--- config.mk ---
export PLATFORM = sky130hd
export DESIGN_NAME = hdmi_frame_reader
export DESIGN_NICKNAME = d
export VERILOG_FILES = /design/src/rtl/hdmi_rd_pkg.sv /design/src/rtl/hdmi_rd_fifo.sv /design/src/rtl/hdmi_frame_reader.sv
export SDC_FILE = /design/constraint.sdc
export NUM_CORES = 1
export LEC_CHECK = 0
export ABC_AREA = 1
export ABC_CLOCK_PERIOD_IN_PS = 4450
export BUFFER_PORTS_ARGS = -buffer_cell sky130_fd_sc_hd__buf_4
export CORE_AREA = 2 2 482 484
export DETAILED_ROUTE_END_ITERATION = 7
export DIE_AREA = 0 0 484 486
export PLACE_DENSITY = 0.53
export SLEW_MARGIN = 20
export SYNTH_ARGS = -nofsm -noshare
export SYNTH_HDL_FRONTEND = slang
export SYNTH_SLANG_ARGS = --single-unit
export TNS_END_PERCENT = 20
--- constraint.sdc ---
create_clock -name M_AXI_ACLK -period 4.45 [get_ports M_AXI_ACLK]
set_clock_uncertainty 0.05 [all_clocks]
set_input_delay 0.6675 -clock M_AXI_ACLK [delete_from_list [all_inputs] [get_ports M_AXI_ACLK]]
set_output_delay 0.6675 -clock M_AXI_ACLK [all_outputs]
set_load 0.005 [all_outputs]
--- src/rtl/hdmi_rd_pkg.sv ---
// Shared types for the HDMI frame reader: FSM states, AXI constants,
// and the XRGB pixel layout.
package hdmi_rd_pkg;

   typedef enum logic [2:0] {
      S_IDLE,
      S_REQ,
      S_DATA,
      S_DRAIN,
      S_DONE
   } state_t;

   localparam logic [1:0] AXI_BURST_INCR = 2'b01;
   localparam logic [1:0] AXI_RESP_OKAY  = 2'b00;
   localparam logic [2:0] AXI_SIZE_4B    = 3'b010;
   localparam logic [3:0] AXI_CACHE_BUF  = 4'b0011;

   typedef struct packed {
      logic [7:0] pad;
      logic [7:0] r;
      logic [7:0] g;
      logic [7:0] b;
   } pixel_t;

endpackage

--- src/rtl/hdmi_rd_fifo.sv ---
// Synchronous pixel FIFO; head word is visible on dout while not empty.
// Depth must be a power of two.
module hdmi_rd_fifo #(
   parameter int WIDTH = 32,
   parameter int DEPTH = 16
) (
   input  logic                       clk,
   input  logic                       rst_n,
   input  logic                       push,
   input  logic                       pop,
   input  logic [WIDTH-1:0]           din,
   output logic [WIDTH-1:0]           dout,
   output logic                       full,
   output logic                       empty,
   output logic [$clog2(DEPTH):0]     count
);

   localparam int AW = $clog2(DEPTH);

   logic [WIDTH-1:0] r_mem [DEPTH];
   logic [AW-1:0]    r_wr;
   logic [AW-1:0]    r_rd;
   logic [AW:0]      r_count;
   logic             w_push;
   logic             w_pop;

   assign full   = (r_count == (AW+1)'(DEPTH));
   assign empty  = (r_count == '0);
   assign count  = r_count;
   assign dout   = r_mem[r_rd];
   assign w_push = push & ~full;
   assign w_pop  = pop & ~empty;

   always_ff @(posedge clk) begin
      if (w_push) r_mem[r_wr] <= din;
   end

   always_ff @(posedge clk) begin
      if (!rst_n) begin
         r_wr    <= '0;
         r_rd    <= '0;
         r_count <= '0;
      end else begin
         if (w_push) r_wr <= r_wr + AW'(1);
         if (w_pop)  r_rd <= r_rd + AW'(1);
         if (w_push && !w_pop)      r_count <= r_count + (AW+1)'(1);
         else if (w_pop && !w_push) r_count <= r_count - (AW+1)'(1);
      end
   end

endmodule

--- src/rtl/hdmi_frame_reader.sv ---
// AXI4 read master fetching one frame in INCR bursts into a pixel stream.
// HDMI_RD_CONTINUOUS_EN: restart automatically after each frame.
module hdmi_frame_reader
   import hdmi_rd_pkg::*;
#(
   parameter int C_M_AXI_ADDR_WIDTH = 32,
   parameter int C_M_AXI_DATA_WIDTH = 32,
   parameter int C_M_AXI_BURST_LEN  = 8,
   parameter int H_ACTIVE           = 1280,
   parameter int V_ACTIVE           = 720,
   parameter int FIFO_DEPTH         = 64
) (
   input  logic                          M_AXI_ACLK,
   input  logic                          M_AXI_ARESETN,
   input  logic                          INIT_AXI_TXN,
   input  logic [C_M_AXI_ADDR_WIDTH-1:0] FRAME_BASE,
   output logic                          TXN_DONE,
   output logic                          ERROR,
   output logic                          M_AXI_ARID,
   output logic [C_M_AXI_ADDR_WIDTH-1:0] M_AXI_ARADDR,
   output logic [7:0]                    M_AXI_ARLEN,
   output logic [2:0]                    M_AXI_ARSIZE,
   output logic [1:0]                    M_AXI_ARBURST,
   output logic [3:0]                    M_AXI_ARCACHE,
   output logic [2:0]                    M_AXI_ARPROT,
   output logic                          M_AXI_ARVALID,
   input  logic                          M_AXI_ARREADY,
   input  logic [C_M_AXI_DATA_WIDTH-1:0] M_AXI_RDATA,
   input  logic [1:0]                    M_AXI_RRESP,
   input  logic                          M_AXI_RLAST,
   input  logic                          M_AXI_RVALID,
   output logic                          M_AXI_RREADY,
   output logic [31:0]                   PIX_TDATA,
   output logic                          PIX_TVALID,
   input  logic                          PIX_TREADY,
   output logic                          PIX_TUSER,
   output logic                          PIX_TLAST
);

   localparam int NBURST = H_ACTIVE * V_ACTIVE / C_M_AXI_BURST_LEN;
   localparam int BW     = $clog2(NBURST) + 1;
   localparam int BTW    = $clog2(C_M_AXI_BURST_LEN);
   localparam int CW     = $clog2(FIFO_DEPTH) + 1;
   localparam int XW     = $clog2(H_ACTIVE) + 1;
   localparam int YW     = $clog2(V_ACTIVE) + 1;
   localparam logic [C_M_AXI_ADDR_WIDTH-1:0] BURST_BYTES =
      C_M_AXI_ADDR_WIDTH'(C_M_AXI_BURST_LEN * 4);

   state_t                        r_state;
   state_t                        w_next;
   logic                          r_init;
   logic                          r_init_q;
   logic [C_M_AXI_ADDR_WIDTH-1:0] r_addr;
   logic [BW-1:0]                 r_burst;
   logic [BTW-1:0]                r_beat;
   logic                          r_error;
   logic [XW-1:0]                 r_x;
   logic [YW-1:0]                 r_y;

   logic          w_rise;
   logic          w_start;
   logic          w_ar_hs;
   logic          w_r_hs;
   logic          w_last_beat;
   logic          w_last_burst;
   logic          w_space_ok;
   logic          w_pop;
   logic          w_empty;
   logic          w_full;
   logic [CW-1:0] w_count;
   logic [CW-1:0] w_free;
   logic [31:0]   w_head;
   pixel_t        w_pix_in;
   logic          w_unused;

   assign w_rise       = r_init & ~r_init_q;
   assign w_free       = CW'(FIFO_DEPTH) - w_count;
   assign w_space_ok   = (w_free >= CW'(C_M_AXI_BURST_LEN));
   assign w_ar_hs      = M_AXI_ARVALID & M_AXI_ARREADY;
   assign w_r_hs       = M_AXI_RVALID & M_AXI_RREADY;
   assign w_last_beat  = (r_beat == BTW'(C_M_AXI_BURST_LEN - 1));
   assign w_last_burst = (r_burst == BW'(NBURST - 1));
   assign w_pop        = ~w_empty & PIX_TREADY;
   assign w_start      = (w_next == S_REQ) &&
                         (r_state == S_IDLE || r_state == S_DONE);

   assign M_AXI_ARID    = 1'b0;
   assign M_AXI_ARADDR  = r_addr;
   assign M_AXI_ARLEN   = 8'(C_M_AXI_BURST_LEN - 1);
   assign M_AXI_ARSIZE  = AXI_SIZE_4B;
   assign M_AXI_ARBURST = AXI_BURST_INCR;
   assign M_AXI_ARCACHE = AXI_CACHE_BUF;
   assign M_AXI_ARPROT  = 3'b000;
   // Space only grows while in REQ, so ARVALID cannot drop before ARREADY.
   assign M_AXI_ARVALID = (r_state == S_REQ) & w_space_ok;
   assign M_AXI_RREADY  = (r_state == S_DATA);

   assign TXN_DONE   = (r_state == S_DONE);
   assign ERROR      = r_error;
   assign PIX_TDATA  = w_head;
   assign PIX_TVALID = ~w_empty;
   assign PIX_TUSER  = (r_x == '0) && (r_y == '0);
   assign PIX_TLAST  = (r_x == XW'(H_ACTIVE - 1));

   assign w_pix_in = '{pad: 8'h00,
                       r:   M_AXI_RDATA[23:16],
                       g:   M_AXI_RDATA[15:8],
                       b:   M_AXI_RDATA[7:0]};
   assign w_unused = &{1'b0, M_AXI_RDATA[C_M_AXI_DATA_WIDTH-1:24], w_full};

   always_comb begin
      w_next = r_state;
      unique case (r_state)
         S_IDLE:  if (w_rise) w_next = S_REQ;
         S_REQ:   if (w_ar_hs) w_next = S_DATA;
         S_DATA:  if (w_r_hs && w_last_beat)
                     w_next = w_last_burst ? S_DRAIN : S_REQ;
         S_DRAIN: if (w_empty) w_next = S_DONE;
`ifdef HDMI_RD_CONTINUOUS_EN
         S_DONE:  w_next = S_REQ;
`else
         S_DONE:  if (w_rise) w_next = S_REQ;
`endif
         default: w_next = S_IDLE;
      endcase
   end

   always_ff @(posedge M_AXI_ACLK) begin
      if (!M_AXI_ARESETN) r_state <= S_IDLE;
      else                r_state <= w_next;
   end

   always_ff @(posedge M_AXI_ACLK) begin
      if (!M_AXI_ARESETN) begin
         r_init   <= 1'b0;
         r_init_q <= 1'b0;
         r_addr   <= '0;
         r_burst  <= '0;
         r_beat   <= '0;
         r_error  <= 1'b0;
      end else begin
         r_init   <= INIT_AXI_TXN;
         r_init_q <= r_init;
         if (w_start) begin
            r_addr  <= FRAME_BASE;
            r_burst <= '0;
            r_beat  <= '0;
            r_error <= 1'b0;
         end else begin
            if (w_ar_hs) r_addr <= r_addr + BURST_BYTES;
            if (w_r_hs) begin
               r_beat <= r_beat + BTW'(1);
               if (w_last_beat) r_burst <= r_burst + BW'(1);
               if (M_AXI_RRESP != AXI_RESP_OKAY || M_AXI_RLAST != w_last_beat)
                  r_error <= 1'b1;
            end
         end
      end
   end

   always_ff @(posedge M_AXI_ACLK) begin
      if (!M_AXI_ARESETN) begin
         r_x <= '0;
         r_y <= '0;
      end else if (w_pop) begin
         if (r_x == XW'(H_ACTIVE - 1)) begin
            r_x <= '0;
            r_y <= (r_y == YW'(V_ACTIVE - 1)) ? '0 : r_y + YW'(1);
         end else begin
            r_x <= r_x + XW'(1);
         end
      end
   end

   hdmi_rd_fifo #(
      .WIDTH (32),
      .DEPTH (FIFO_DEPTH)
   ) u_fifo (
      .clk   (M_AXI_ACLK),
      .rst_n (M_AXI_ARESETN),
      .push  (w_r_hs),
      .pop   (w_pop),
      .din   (w_pix_in),
      .dout  (w_head),
      .full  (w_full),
      .empty (w_empty),
      .count (w_count)
   );

endmodule

---- After elaboration in Yosys (flattened, before gate mapping) ----
Memories as Yosys holds them, arrays and structs flattened. A register that Yosys moved wholly into a read port is not among the register bits.
Index checks and enable logic that the tools add are counted.
storage, ports and cells
  bits in registers ....................... 101
  RAM bits ................................ 1536
  bits of input ports ..................... 73
  output and inout bits ................... 92
  word-level logic and storage cells ...... 83
  memories ................................ 1
memory list
  memory        words  width  rd ports  clocked after Yosys merged registers in  wr ports  RTL line            text
  u_fifo.r_mem  64     24     1         1                                        1         hdmi_rd_fifo.sv:20  logic [WIDTH-1:0] r_mem [DEPTH];
operators by class
  add/sub/neg operators ................... 10
  $lt $le $gt $ge ......................... 1
  equality and inequality tests ........... 11
  multiplexer cells ....................... 16
  bitwise operators ....................... 11
  reduce and logical (&&, ||, !) cells .... 21
operators with widths
  cell                                                                   number
  32-bit two-way mux                                                     2
  32-bit by 6-bit adder with 32-bit output, second input constant        1
  18-bit by 1-bit adder with 18-bit output, second input constant        1
  18-bit by 17-bit == test with 1-bit output, second input constant      1
  7-bit two-way mux                                                      2
  12-bit by 1-bit adder with 12-bit output, second input constant        1
  6-bit by 1-bit adder with 6-bit output, second input constant          2
  12-bit by 11-bit == test with 1-bit output, second input constant      1
  12-bit zero test                                                       1
  12-bit two-way mux                                                     1
  3-bit two-way mux                                                      4
  6-bit two-way mux                                                      2
  3-bit case mux with 4 select lines                                     1
  11-bit by 1-bit adder with 11-bit output, second input constant        1
  11-bit by 10-bit == test with 1-bit output, second input constant      1
  11-bit zero test                                                       1
  11-bit two-way mux                                                     1
  7-bit by 1-bit adder with 7-bit output, second input constant          1
  1-bit AND                                                              7
  7-bit == test, second input constant                                   1
  7-bit by 4-bit >= comparator with 1-bit output, second input constant  1
  7-bit zero test                                                        1
  7-bit by 1-bit subtractor with 7-bit output, second input constant     1
  7-bit subtractor, first input constant                                 1
  other kinds (15)                                                       33

---- Depth between registers and ports, before layout ----
  depth after elaboration ................. 9
  mapped depth ............................ 17
  depth with buffers taken out ............ 17

---- Cells and area by module ----
Synthesis repeated with hierarchy kept, for this count alone.
unflattened totals
  cell total of the unflattened synthesis .. 7714
  area, all modules ....................... 88387.3 µm²
by module, submodules not included
  module             instances  cells each  area an instance (µm²)  seq. area each (µm²)
  hdmi_rd_fifo       1          6893        83262.4                 61999.5
  hdmi_frame_reader  1          821         5124.9                  1641.6

---- Least setup slack after synthesis ----
No wires, ideal clock.
  path type ............................... input -> register
  start ................................... in M_AXI_RVALID
  end ..................................... mem u_fifo.r_mem[7][0] in the netlist's numbering (enable)
  setup time .............................. 0.435 ns
  arrival time ............................ 3.005 ns
  data required time ...................... 3.965 ns
  path slack .............................. 0.960 ns
  stages on the path ...................... 6
  path buffers ............................ 0
  cells stage by stage .................... inv_1 > nor2_8 > nand2_4 > nor3_2 > nand2_1 > nor3_1
on the way
  longest elaborated chain between the ends .. 4
ends and longest elaborated chain
  element                                  RTL line                 text
  start, declared                          hdmi_frame_reader.sv:31  input logic M_AXI_RVALID,
  1-bit AND                                hdmi_frame_reader.sv:80  assign w_r_hs = M_AXI_RVALID & M_AXI_RREADY;
  1-bit AND                                hdmi_rd_fifo.sv:31       assign w_push = push & ~full;
  1-bit two-way mux                        hdmi_rd_fifo.sv:35       if (w_push) r_mem[r_wr] <= din;
  1-bit two-way mux (not written as such)  hdmi_rd_fifo.sv:35
  end, declared                            hdmi_rd_fifo.sv:20
No other way between the ends.

==> impl_metrics.json <==
{
  "status": "completed",
  "grtUsageTotal": 0.160,
  "dp_hpwl_um": 106000,
  "synth_compound_area_frac": 0.00977,
  "synth.avg_cell_area_um2": 11.1,
  "ys_seq_area_frac": 0.703,
  "grt_setup_unrepaired": "false",
  "final_max_slew_viol_count": 0,
  "r2r_cells": 7,
  "setup_viol": 0,
  "powerDensity_nw_per_um2": 503,
  "final_common_cell": "nand2_1",
  "root_buffer": "clkbuf_16",
  "clockBufferDepth": 3,
  "vias": 45907,
  "final_layout_size_suffix_gt1_frac": 0.0940,
  "multi_input_area_um2": 17900,
  "crit_chain": "clkinv_2, buf_12, nand2_1, nand3_1, nand3_1, nand2_1, buf_4",
  "slowest_stage": "clkinv_2",
  "synthCells": 6172,
  "grt_max_degree": 133,
  "syn_area_um2": 68600,
  "fin_setup_tns_ns": 0,
  "grt_pass1_wl_um": 285000,
  "wl_um": 193000,
  "clk_pin_slew_ns": 0.06,
  "drt_iter0_markers": 4561,
  "fin_crit_sh": 0.979,
  "final_cell_mix": "2,216 x nand2_1, 1,536 x edfxtp_1, 1,372 x nand3_1",
  "firstDrtPassIters": 6,
  "synthXorXnorAreaFrac": 0.00421,
  "postCtsSetupBuffers": 0,
  "row_count": 176,
  "synthMuxAreaShare": 0,
  "arrival_ns": 3.64,
  "cp-end-kind": "primary output",
  "die_h_um": 486,
  "avgViaCountPerCell": 4.86,
  "max_stage_delay_ns": 0.62,
  "min_delay_path_depth": 3,
  "yosysTopAreaCellShare": 0.672,
  "die_area_um2": 235000,
  "relSlewSlack": 0.381,
  "critPathRequiredTime_ns": 3.73,
  "numPortBuffers": 127,
  "fillers": 22782,
  "hold_path.class": "in2reg",
  "initial_utilization": 0.299,
  "place_area_um2": 72800,
  "peakVddDrop_mv": 0.430,
  "synthTopCellsByArea": "edfxtp_1 67%, nand2_1 12%, nand3_1 10%",
  "wire_per_inst_um": 20.4,
  "drc": 0,
  "final_nets": 6353,
  "cp-start-kind": "register",
  "grt_pass1_vias": 43319,
  "cts.sinks": 1643,
  "grt_overflow_total": 0,
  "path_max_fanout": 30,
  "dieWidth_um": 484,
  "critPathKind": "reg2out",
  "fmaxAchievable_ghz": 0.230,
  "yosys.area.top_type": "edfxtp_1",
  "leakage_uw": 0.0278,
  "globalplace.congestion": 0.871,
  "pin_count": 165,
  "regArea_um2": 48300,
  "ys_seq_elements": 1643,
  "finalHoldViolCount": 0,
  "synth_top_family_by_area": "simple AND/OR/NAND/NOR gates",
  "min_period_ns": 4.36,
  "finalInstanceArea_um2": 78500,
  "cap_violations": 0,
  "yosysUniqueCellTypes": 43,
  "cts_made_buffers": 177,
  "htreeDepth": 4,
  "area_growth_pct": 14.4,
  "core_area_um2": 229000,
  "synth_fa_ha_area_frac": 0.00321,
  "synth_simple_gate_area_frac": 0.240,
  "yosysWarningCount": 0,
  "clk_latency_ns": 0.82,
  "cts_tree": "done",
  "worst-slew-pin-transition_ns": 0.929,
  "ant_nets": 0,
  "antenna_found_initial": 9
}
registers in the layout, indices dropped and copies added, names as in the netlist, 6 cells and up, named ones only:
signal        count
r_burst          18
u_fifo.count      7
u_fifo.r_wr       6
r_x              12
u_fifo.r_rd       6
M_AXI_ARADDR     32
r_y              11
u_fifo.r_mem   1536
power by group:
| group | internal, uW | switching (uW) |
|---|---|---|
| registers | 17000 | 143 |
| clock network | 8020 | 6180 |
| logic | 2430 | 5710 |
cells in the mapped netlist (all sizes together):
master and instances:
a21boi 8, xnor2 12, nand3b 12, or2 3, dfxtp 107, nand2 2218
a21oi 75, a21o 3, nor4 2, nand4 19, o21ai 35, edfxtp 1536
ha 16, nor3 25, a31oi 4, xor2 21, clkbuf 84, inv 114
nand3 1378, clkinv 2, nor2 187, buf 303, conb 2, fa 1
o41ai 1, nor3b 4
repair_timing:
item | CTS | global route
hold buffers | 5 | 0
hold endpoints to repair | 5 | 0
endpoints found under the setup margin | 0 | 3
resized for setup | 0 | 3
area by class of cell:
cell class	instances	area share
antenna	7	0.000223
sequential	1643	0.615
inverter	116	0.00596
clock buffer	216	0.0591
clock inverter	107	0.0120
tap	3026	0.0482
multi-input combinational	4053	0.228
timing repair buffer	272	0.0312
stage by stage:
| stage | power [uW] | instances | hold WS (ns) | setup slack [ns] | util |
|---|---|---|---|---|---|
| after global routing | 41200 | 9437 | 0.0678 | 0.0372 | 0.342 |
| after CTS | 39800 | 9433 | 0.0118 | 0.0401 | 0.342 |
| after detailed placement | 25600 | 9105 | 0.368 | 0.960 | 0.317 |
| final | 39400 | 9440 | 0.0722 | 0.0939 | 0.342 |
| after floorplan | 22900 | 6199 | 0.357 | 0.960 | - |
| after global placement | 25500 | 9105 | 0.368 | 0.983 | 0.317 |
worst paths after layout:
kind | from | to | slack (ns)
worst max-delay path | register | PIX_TDATA[2] | 0.09
worst min-delay path | FRAME_BASE[3] | M_AXI_ARADDR[3] | 0.07
worst max register to register | r_state[1] | u_fifo.r_mem[6][9] | 1.54
worst min register to register | r_init | r_init_q | 0.37
metal layers:
layer  up-vias  GRT usage  wire length [um]
met2      1452      0.255             89100
met1     22621      0.223             86600
met5         -          0                23
met4         4     0.0489              4890
met3       245     0.0240             12300
li1      21585          -                 -
worst max-delay path, delay by kind of cell, from the launching register on:
| family | cells | cell delay [ns] |
|---|---|---|
| and+or+nand+nor | 4 | 0.92 |
| DFF | 1 | 0.55 |
| buffers and inverters | 3 | 1.26 |
cells by family (layout without fill, tap and decap cells):
kind of cell             Yosys count  count (layout)
flip-flops                      1643            1643
XOR/XNOR                          33              33
AND/OR/NAND/NOR                 3848            3848
buffers and inverters            503             711
AO/OA/AOI/OAI                    126             126
adder cells (fa/ha/maj)           17              17
other                              2              36
(Power assumes the default switching activity.)
